**config.mk**
```make
export PLATFORM = sky130hd
export DESIGN_NAME = aria_round_key_gen
export DESIGN_NICKNAME = d
export VERILOG_FILES = /design/src/rtl/aria_round_key_gen.sv
export SDC_FILE = /design/constraint.sdc
export NUM_CORES = 2
export LEC_CHECK = 0
export CAP_MARGIN = 20
export CORE_UTILIZATION = 35
export CTS_BUF_LIST = sky130_fd_sc_hd__clkbuf_4
export DETAILED_ROUTE_END_ITERATION = 8
export PLACE_DENSITY = 0.64
export RECOVER_POWER = 25
export SETUP_SLACK_MARGIN = 0.2
export SLEW_MARGIN = 15
export SYNTH_ARGS = -nofsm -noshare
export SYNTH_HDL_FRONTEND = slang
export SYNTH_SLANG_ARGS = --single-unit
```
**constraint.sdc**
```tcl
create_clock -name clk -period 4.24 [get_ports clk]
set_input_delay 0.636 -clock clk [delete_from_list [all_inputs] [get_ports clk]]
set_output_delay 0.636 -clock clk [all_outputs]
set_load 0.05 [all_outputs]
```
**src/rtl/aria_round_key_gen.sv**
```systemverilog
// aria_round_key_gen: sequential ARIA round-key issuer driven from W0..W3.
// Define ARIA_DEC_KEY_EN to compile in decryption order and layer A.
module aria_round_key_gen (
  input  logic         clk,
  input  logic         rst_n,
  input  logic [127:0] w0,
  input  logic [127:0] w1,
  input  logic [127:0] w2,
  input  logic [127:0] w3,
  input  logic [1:0]   key_len,
  input  logic         dec,
  input  logic         start,
  output logic [127:0] rk,
  output logic [4:0]   rk_idx,
  output logic         rk_valid,
  input  logic         rk_ready,
  output logic         rk_last,
  output logic         busy,
  output logic         done
);

  typedef enum logic [1:0] {IDLE, GEN, DONE} state_t;

  state_t       state;
  logic [127:0] w_q [4];
  logic [4:0]   nr_q;
  logic [127:0] sw [4];
  logic [4:0]   snr;
  logic [4:0]   nk;
  logic [4:0]   e;
  logic [4:0]   e1;
  logic [127:0] ek;
  logic [127:0] nxt;
  logic         hs;

`ifdef ARIA_DEC_KEY_EN
  logic dec_q;
  logic sdec;
  logic use_a;
`else
  logic unused_dec;
  assign unused_dec = dec;
`endif

  assign hs = rk_valid & rk_ready;

  function automatic logic [4:0] nr_of(input logic [1:0] kl);
    unique case (kl)
      2'd0:    return 5'd12;
      2'd1:    return 5'd14;
      default: return 5'd16;
    endcase
  endfunction

  function automatic logic [127:0] rot(
    input logic [127:0] x,
    input logic [2:0]   g
  );
    unique case (g)
      3'd0:    return {x[18:0], x[127:19]};
      3'd1:    return {x[30:0], x[127:31]};
      3'd2:    return {x[66:0], x[127:67]};
      3'd3:    return {x[96:0], x[127:97]};
      default: return {x[108:0], x[127:109]};
    endcase
  endfunction

`ifdef ARIA_DEC_KEY_EN
  function automatic logic [127:0] diff_a(input logic [127:0] x);
    logic [7:0] b [16];
    for (int i = 0; i < 16; i++)
      b[i] = x[127-8*i -: 8];
    return {
      b[3]^b[4]^b[6]^b[8]^b[9]^b[13]^b[14],
      b[2]^b[5]^b[7]^b[8]^b[9]^b[12]^b[15],
      b[1]^b[4]^b[6]^b[10]^b[11]^b[12]^b[15],
      b[0]^b[5]^b[7]^b[10]^b[11]^b[13]^b[14],
      b[0]^b[2]^b[5]^b[8]^b[11]^b[14]^b[15],
      b[1]^b[3]^b[4]^b[9]^b[10]^b[14]^b[15],
      b[0]^b[2]^b[7]^b[9]^b[10]^b[12]^b[13],
      b[1]^b[3]^b[6]^b[8]^b[11]^b[12]^b[13],
      b[0]^b[1]^b[4]^b[7]^b[10]^b[13]^b[15],
      b[0]^b[1]^b[5]^b[6]^b[11]^b[12]^b[14],
      b[2]^b[3]^b[5]^b[6]^b[8]^b[13]^b[15],
      b[2]^b[3]^b[4]^b[7]^b[9]^b[12]^b[14],
      b[1]^b[2]^b[6]^b[7]^b[9]^b[11]^b[12],
      b[0]^b[3]^b[6]^b[7]^b[8]^b[10]^b[13],
      b[0]^b[3]^b[4]^b[5]^b[9]^b[11]^b[14],
      b[1]^b[2]^b[4]^b[5]^b[8]^b[10]^b[15]
    };
  endfunction
`endif

  // next key: source words, output slot, ek index, optional layer A
  always_comb begin
    if (state == IDLE) begin
      sw[0] = w0;
      sw[1] = w1;
      sw[2] = w2;
      sw[3] = w3;
      snr   = nr_of(key_len);
      nk    = 5'd1;
    end else begin
      sw  = w_q;
      snr = nr_q;
      nk  = rk_idx + 5'd1;
    end
    e = nk;
`ifdef ARIA_DEC_KEY_EN
    sdec  = (state == IDLE) ? dec : dec_q;
    use_a = 1'b0;
    if (sdec) begin
      if (nk == 5'd1) begin
        e = snr + 5'd1;
      end else if (nk == snr + 5'd1) begin
        e = 5'd1;
      end else begin
        e     = snr + 5'd2 - nk;
        use_a = 1'b1;
      end
    end
`endif
    e1  = e - 5'd1;
    ek  = sw[e1[1:0]] ^ rot(sw[e1[1:0] + 2'd1], e1[4:2]);
    nxt = ek;
`ifdef ARIA_DEC_KEY_EN
    if (use_a) nxt = diff_a(ek);
`endif
  end

  // sequence FSM with registered key outputs
  always_ff @(posedge clk or negedge rst_n) begin
    if (!rst_n) begin
      state    <= IDLE;
      w_q      <= '{default: '0};
      nr_q     <= '0;
      rk       <= '0;
      rk_idx   <= '0;
      rk_valid <= 1'b0;
      rk_last  <= 1'b0;
      busy     <= 1'b0;
      done     <= 1'b0;
`ifdef ARIA_DEC_KEY_EN
      dec_q    <= 1'b0;
`endif
    end else begin
      unique case (state)
        IDLE: begin
          done <= 1'b0;
          if (start) begin
            state    <= GEN;
            w_q[0]   <= w0;
            w_q[1]   <= w1;
            w_q[2]   <= w2;
            w_q[3]   <= w3;
            nr_q     <= snr;
`ifdef ARIA_DEC_KEY_EN
            dec_q    <= dec;
`endif
            rk       <= nxt;
            rk_idx   <= nk;
            rk_valid <= 1'b1;
            rk_last  <= 1'b0;
            busy     <= 1'b1;
          end
        end
        GEN: begin
          if (hs) begin
            if (rk_last) begin
              state    <= DONE;
              rk_valid <= 1'b0;
              rk_last  <= 1'b0;
              busy     <= 1'b0;
              done     <= 1'b1;
            end else begin
              rk      <= nxt;
              rk_idx  <= nk;
              rk_last <= (nk == nr_q + 5'd1);
            end
          end
        end
        DONE: begin
          done  <= 1'b0;
          state <= IDLE;
        end
        default: state <= IDLE;
      endcase
    end
  end

endmodule
```
* After elaboration in Yosys (flattened, before gate mapping)
Cells that the tools add are included.
W data, S select, Z words.
** Storage, ports and cells
- Output and inout port bits :: 137
- Register bits after elaboration :: 655
** Cells by class
- Add/sub/neg operators :: 4
- Bitwise operators :: 4
- Reduce and logical (&&, ||, !) cells :: 12
- Eq/ne operators :: 11
- Magnitude comparators :: 2
- Mux-type cells :: 33
** Operators by type and width (number)
- $mux W128 :: 7
- $bmux W128 S2 :: 2
- $mux W512 :: 1
- $pmux W128 S4 :: 1
- $pmux W128 S2 :: 1
- $xor A128 B128 Y128 :: 1
- $mux W5 :: 4
- $pmux W5 S2 :: 2
- $add A5 B1 Y5 const B :: 2
- $reduce_and A3 Y1 :: 3
- $mux W1 :: 8
- $ne A2 B2 Y1 const B :: 4
- $reduce_and A4 Y1 :: 2
- $eq A3 B2 Y1 const B :: 2
- $ge A3 B3 Y1 const B :: 2
- $mux W2 :: 3
- $not A2 Y3 :: 2
- $pmux W1 S2 :: 3
- $eq A5 B5 Y1 :: 1
- $sub A5 B1 Y5 const B :: 1
- $eq A2 B1 Y1 const B :: 2
- $logic_not A2 Y1 :: 2
- $pmux W2 S2 :: 1
- $reduce_bool A2 Y1 :: 2
- 7 further kinds :: 7

* Depth between registers and ports, before layout
- Depth after elaboration :: 13
- Gate-level depth with buffers :: 19
- Gate-level depth less buffers :: 11

* Worst setup path after synthesis
Ideal clock, no wire load.
- Path type :: register -> register
- From :: reg rk_idx[0]
- To :: reg rk[24]
- Path slack :: 0.094 ns
- Path buffers :: 7
- Arrival :: 4.014 ns
- Cell stages (with the launch flop) :: 17
- Path through :: dfrtp_1 > buf_6 > buf_2 > buf_2 > buf_2 > buf_2 > buf_1 > and2_1 > ha_1 > o21ai_4 > nor2_1 > xnor2_1 > clkbuf_1 > o311ai_0 > o31ai_1 > xnor2_1 > o21ai_1
** Between the ends
- Cells in the longest elaborated chain, start to end :: 13
** RTL lines
- start, declared :: line 14 : output logic [4:0] rk_idx,
- start signal, assigned :: line 161 : rk_idx <= nk;
- start signal, assigned :: line 177 : rk_idx <= nk;
- $add A5 B1 Y5 (*) :: line 106 : nk = rk_idx + 5'd1;
- $mux W5 (*) :: line 96 : if (state == IDLE) begin
- $sub A5 B1 Y5 (*) :: line 123 : e1 = e - 5'd1;
- $add A2 B1 Y2 :: line 124 : ek = sw[e1[1:0]] ^ rot(sw[e1[1:0] + 2'd1], e1[4:2]);
- $not A2 Y3 (not written as such) :: line 124
- $bmux W128 S2 :: line 124
- $mux W128 (not written as such) (2 in a row) :: line 124
- $pmux W128 S4 :: line 59 : unique case (g)
- $xor A128 B128 Y128 (*) :: line 124
- $mux W128 :: line 169 : if (rk_last) begin
- $mux W128 :: line 168 : if (hs) begin
- $pmux W128 S2 (*) :: line 147 : unique case (state)
- end signal, assigned :: line 160 : rk <= nxt;
- end signal, assigned :: line 176 : rk <= nxt;
- end, declared :: line 13 : output logic [127:0] rk,
Every way passes the cells marked *; elsewhere a longest branch is shown, timed or not. The select of a mux whose other input is x is not followed.
A chain may end at the register's enable or synchronous reset.

* Final worst setup path
- From :: reg state[0]
- To :: reg rk[63]
** Between the ends
- Cells in the longest elaborated chain, start to end :: 13
** RTL lines
- start, declared :: line 24 : state_t state;
- start signal, assigned :: line 134 : state <= IDLE;
- start signal, assigned :: line 151 : state <= GEN;
- start signal, assigned :: line 170 : state <= DONE;
- $logic_not A2 Y1 :: line 96, 147
- $mux W5 :: line 96
- $sub A5 B1 Y5 :: line 123
- $add A2 B1 Y2 :: line 124
- $not A2 Y3 (not written as such) :: line 124
- $bmux W128 S2 :: line 124
- $mux W128 (not written as such) (2 in a row) :: line 124
- $pmux W128 S4 :: line 59
- $xor A128 B128 Y128 :: line 124
- $mux W128 :: line 169
- $mux W128 :: line 168
- $pmux W128 S2 :: line 147
Parallel ways exist; a longest one is shown, timed or not. The select of a mux whose other input is x is not followed.

==> qor.csv <==
stage,metric,value,unit
drt,drt total wl,204,mm
cts,clk_lat worst skew,1160,ps
hold_path,Min-Delay Path Depth,3,
cts,cts bufs inserted,189,
timing,Final min period,4030,ps
drt,Vias,45152,
place,area of placed instances,51200,µm²
job,number of max-cap violations,1,
timing,final setup fails,0,
synth,syn_area_per_cell,7.88,µm²
timing,endpoints failing hold,0,
cts,clk slew on worst S/H paths,60,ps
timing,Slew Limit Headroom,-97.4,%
timing,RSZ-0062 raised after global routing,true,
run_status,failing checks,"capacitance limit, slew limit",
floorplan,Die Span X,347,µm
worst_setup_path,CP endpoint kind,register,
grt,first-pass GRT wire length,295,mm
finish,post-route cell area,57100,µm²
hold_path,Hold Path Class,in2reg,
drt,initial drt markers,4287,
floorplan,Starting Density,35.3,%
synth,"EDFF count, synth",0,
worst_setup_path,Critical Path Stages,13,
grt,vias in the first global route,43645,
place,routability cong.,1.02,
timing,fmax,248,MHz
synth,sequential-to-total area share from yosys stat,39.2,%
synth,Synth async-reset ratio,100,%
synth,#FFs+latches synth,653,
cts,Post-CTS Setup Inserts,0,
timing,pins over their slew limit,96,
cts,Clock Path Buffers,3,
worst_setup_path,r2r startpoint,state[0],
synth,Synth warnings,0,
floorplan,row count,126,
drt,drt pass-1 iters,5,
cts,CTS tree,built,
timing,Final Cycle Share,95.1,%
timing,skew final,111,ps
worst_setup_path,FF-to-FF End,rk[63],
timing,WHS,135,ps
place,IO Port Bufs,654,
drt,per-cell routed wire length,25.3,µm
worst_setup_path,CP most frequent cell,buf_4,
drt,ANT nets after route,0,
synth,mapped cell area,41700,µm²
synth,ys flop type,dfrtp_1,
worst_setup_path,Reg2Reg Setup Slack,210,ps
drt,DRC,0,
place,post-detail-place hpwl,139,mm
cts,CTS sink count,653,
worst_setup_path,"Slowest-stage cell, CP",o31ai_1,
worst_setup_path,CP max stage delay,690,ps
floorplan,core area,118000,µm²
run_status,status,finished with violations,
grt,Total Routing Usage GR,32.9,%
finish,layout cells sized above 1,10.6,%
hold_path,worst hold endpoint,w_q[87],
worst_setup_path,Startpoint Class,register,
floorplan,IO Pins,656,
grt,initial antenna violation count,41,
worst_setup_path,WS Path Type,reg2reg,
finish,P&R area growth vs syn,36.9,%
cts,root buffer cell,clkbuf_4,
drt,DR vias/cell,5.60,
worst_setup_path,Bufs and invs on worst path,4,
synth,Cells after Synth,5293,
worst_setup_path,"Data required, critical path",5160,ps
finish,FILL cells,11487,
worst_setup_path,critical-path maximum fanout,14,
timing,Worst-Margin Slew,2960,ps
finish,final net count,6876,
worst_setup_path,R2R depth,13,
floorplan,die area,120000,µm²
worst_setup_path,"delay-heaviest family, CP",compound AO/OA/AOI/OAI gates,
grt,global route total overflow,0,
grt,largest net degree at the start of global routing,145,
cts,htree depth,4,
hold_path,Hold Startpoint,w3[87],
floorplan,chip height,347,µm
synth,Yosys cell types,60,
worst_setup_path,crit-path cells,clkbuf_1 -> o21a_4 -> inv_1 -> ha_4 -> o21ai_4 -> nor2_2 -> xnor2_4 -> buf_4 -> o311ai_0 -> o31ai_1 -> buf_4 -> xor2_1 -> o21ai_1,
synth,Post-Syn Nets,5814,
worst_setup_path,Worst EP arrival,4960,ps
-- tightest hold or removal path, cell delays in order --
cell	delay, ps
clkdlybuf4s50_1	420
nand2_1	70
nand2_1	40
-- cell usage after synthesis, types with 52 or more instances --
cell type	instances	area [µm²]
nand2_1	1932	7250
xnor2_1	52	455
xor2_1	84	736
or3_1	124	776
clkbuf_1	294	1100
o21ai_0	277	1390
a21oi_1	382	1910
nor2_1	133	499
o211ai_1	80	601
buf_2	114	571
o311ai_0	87	762
o21ai_1	134	671
mux2i_1	493	4930
a22oi_1	109	818
o31ai_1	90	676
dfrtp_1	653	16300
-- cell families after synthesis --
| kind of cell | after synthesis | synth area share (%) |
|---|---|---|
| buffers and inverters | 469 | 5.22 |
| AND/OR/NAND/NOR | 2234 | 21.2 |
| XOR/XNOR | 137 | 2.90 |
| multiplexers | 498 | 12.0 |
| adder cells (fa/ha/maj) | 2 | 0.0600 |
| flip-flops | 653 | 39.2 |
| AO/OA/AOI/OAI | 1300 | 19.4 |
-- metal layers --
layer  vias to the layer above  part of all wire (%)  track usage (%)
li1                      20494                     -                -
met1                     21954                    41             42.2
met2                      2139                    45             50.7
met3                       545                   7.9             7.28
met4                        20                   6.2             19.7
met5                         -                 0.075                0
-- registers in the layout, summed over array words and instances, names as in the netlist --
register and cells:
w_q 512, busy 1, rk_last 1, done 1, rk 128, rk_idx 5, state 2, nr_q 3
-- per-stage QoR --
stage / std cells / TNS, ps / setup slack [ps] / util, %
global route: 8047 / 0 / 90.5 / 48.3
global placement: 7343 / -129 / -72.0 / 43.3
floorplan: 5293 / 0 / 278 / -
finish: 8057 / 0 / 207 / 48.3
CTS: 8030 / 0 / 129 / 48.3
detailed placement: 7345 / -38.0 / -38.0 / 43.3
-- cell type report --
cell class / instances / area, µm² / area share, %
clock buffers: 274 / 2060 / 3.60
inverters: 2 / 7.51 / 0.0132
clock inverters: 58 / 265 / 0.465
multi-input cells: 4171 / 23400 / 41.0
flip-flops and latches: 653 / 16300 / 28.6
well taps: 1536 / 1920 / 3.37
diodes: 25 / 62.6 / 0.110
repair buffers: 1338 / 13000 / 22.9
-- worst max-delay path by stage --
stage               from      to  slack (ps)
6_report        state[0]  rk[63]         210
5_1_grt         state[0]  rk[61]          90
4_1_cts        rk_idx[0]  rk[66]         130
3_5_place_dp   rk_idx[0]  rk[92]         -40
3_3_place_gp   rk_idx[0]  rk[66]         -70
2_1_floorplan  rk_idx[0]  rk[24]         280
-- cells in the final DEF (no fill, tap or decap), drive strengths merged, types with 3 or more instances in the layout --
master,n
o41ai,38
xnor2,53
or3,131
o31ai,90
mux2i,495
a21oi,386
a2bb2oi,19
dfrtp,653
clkinv,51
a22oi,109
a211oi,48
o211ai,80
o221ai,19
clkbuf,286
dlygate4sd3,353
diode,25
nand3,6
mux2,3
inv,6
buf,320
xor2,84
or2,20
nand2,1932
nor2,134
clkdlybuf4s50,653
o311ai,90
o21ai,412
clkinvlp,3
-- timing repair --
action,CTS,global route
hold buffers,353,0
hold endpoints to repair,434,0
gates resized for setup,5,6
setup endpoints to repair,11,20
Power is not shown: default switching activity piles up to over one toggle a cycle in this logic, so the estimate is an artifact.
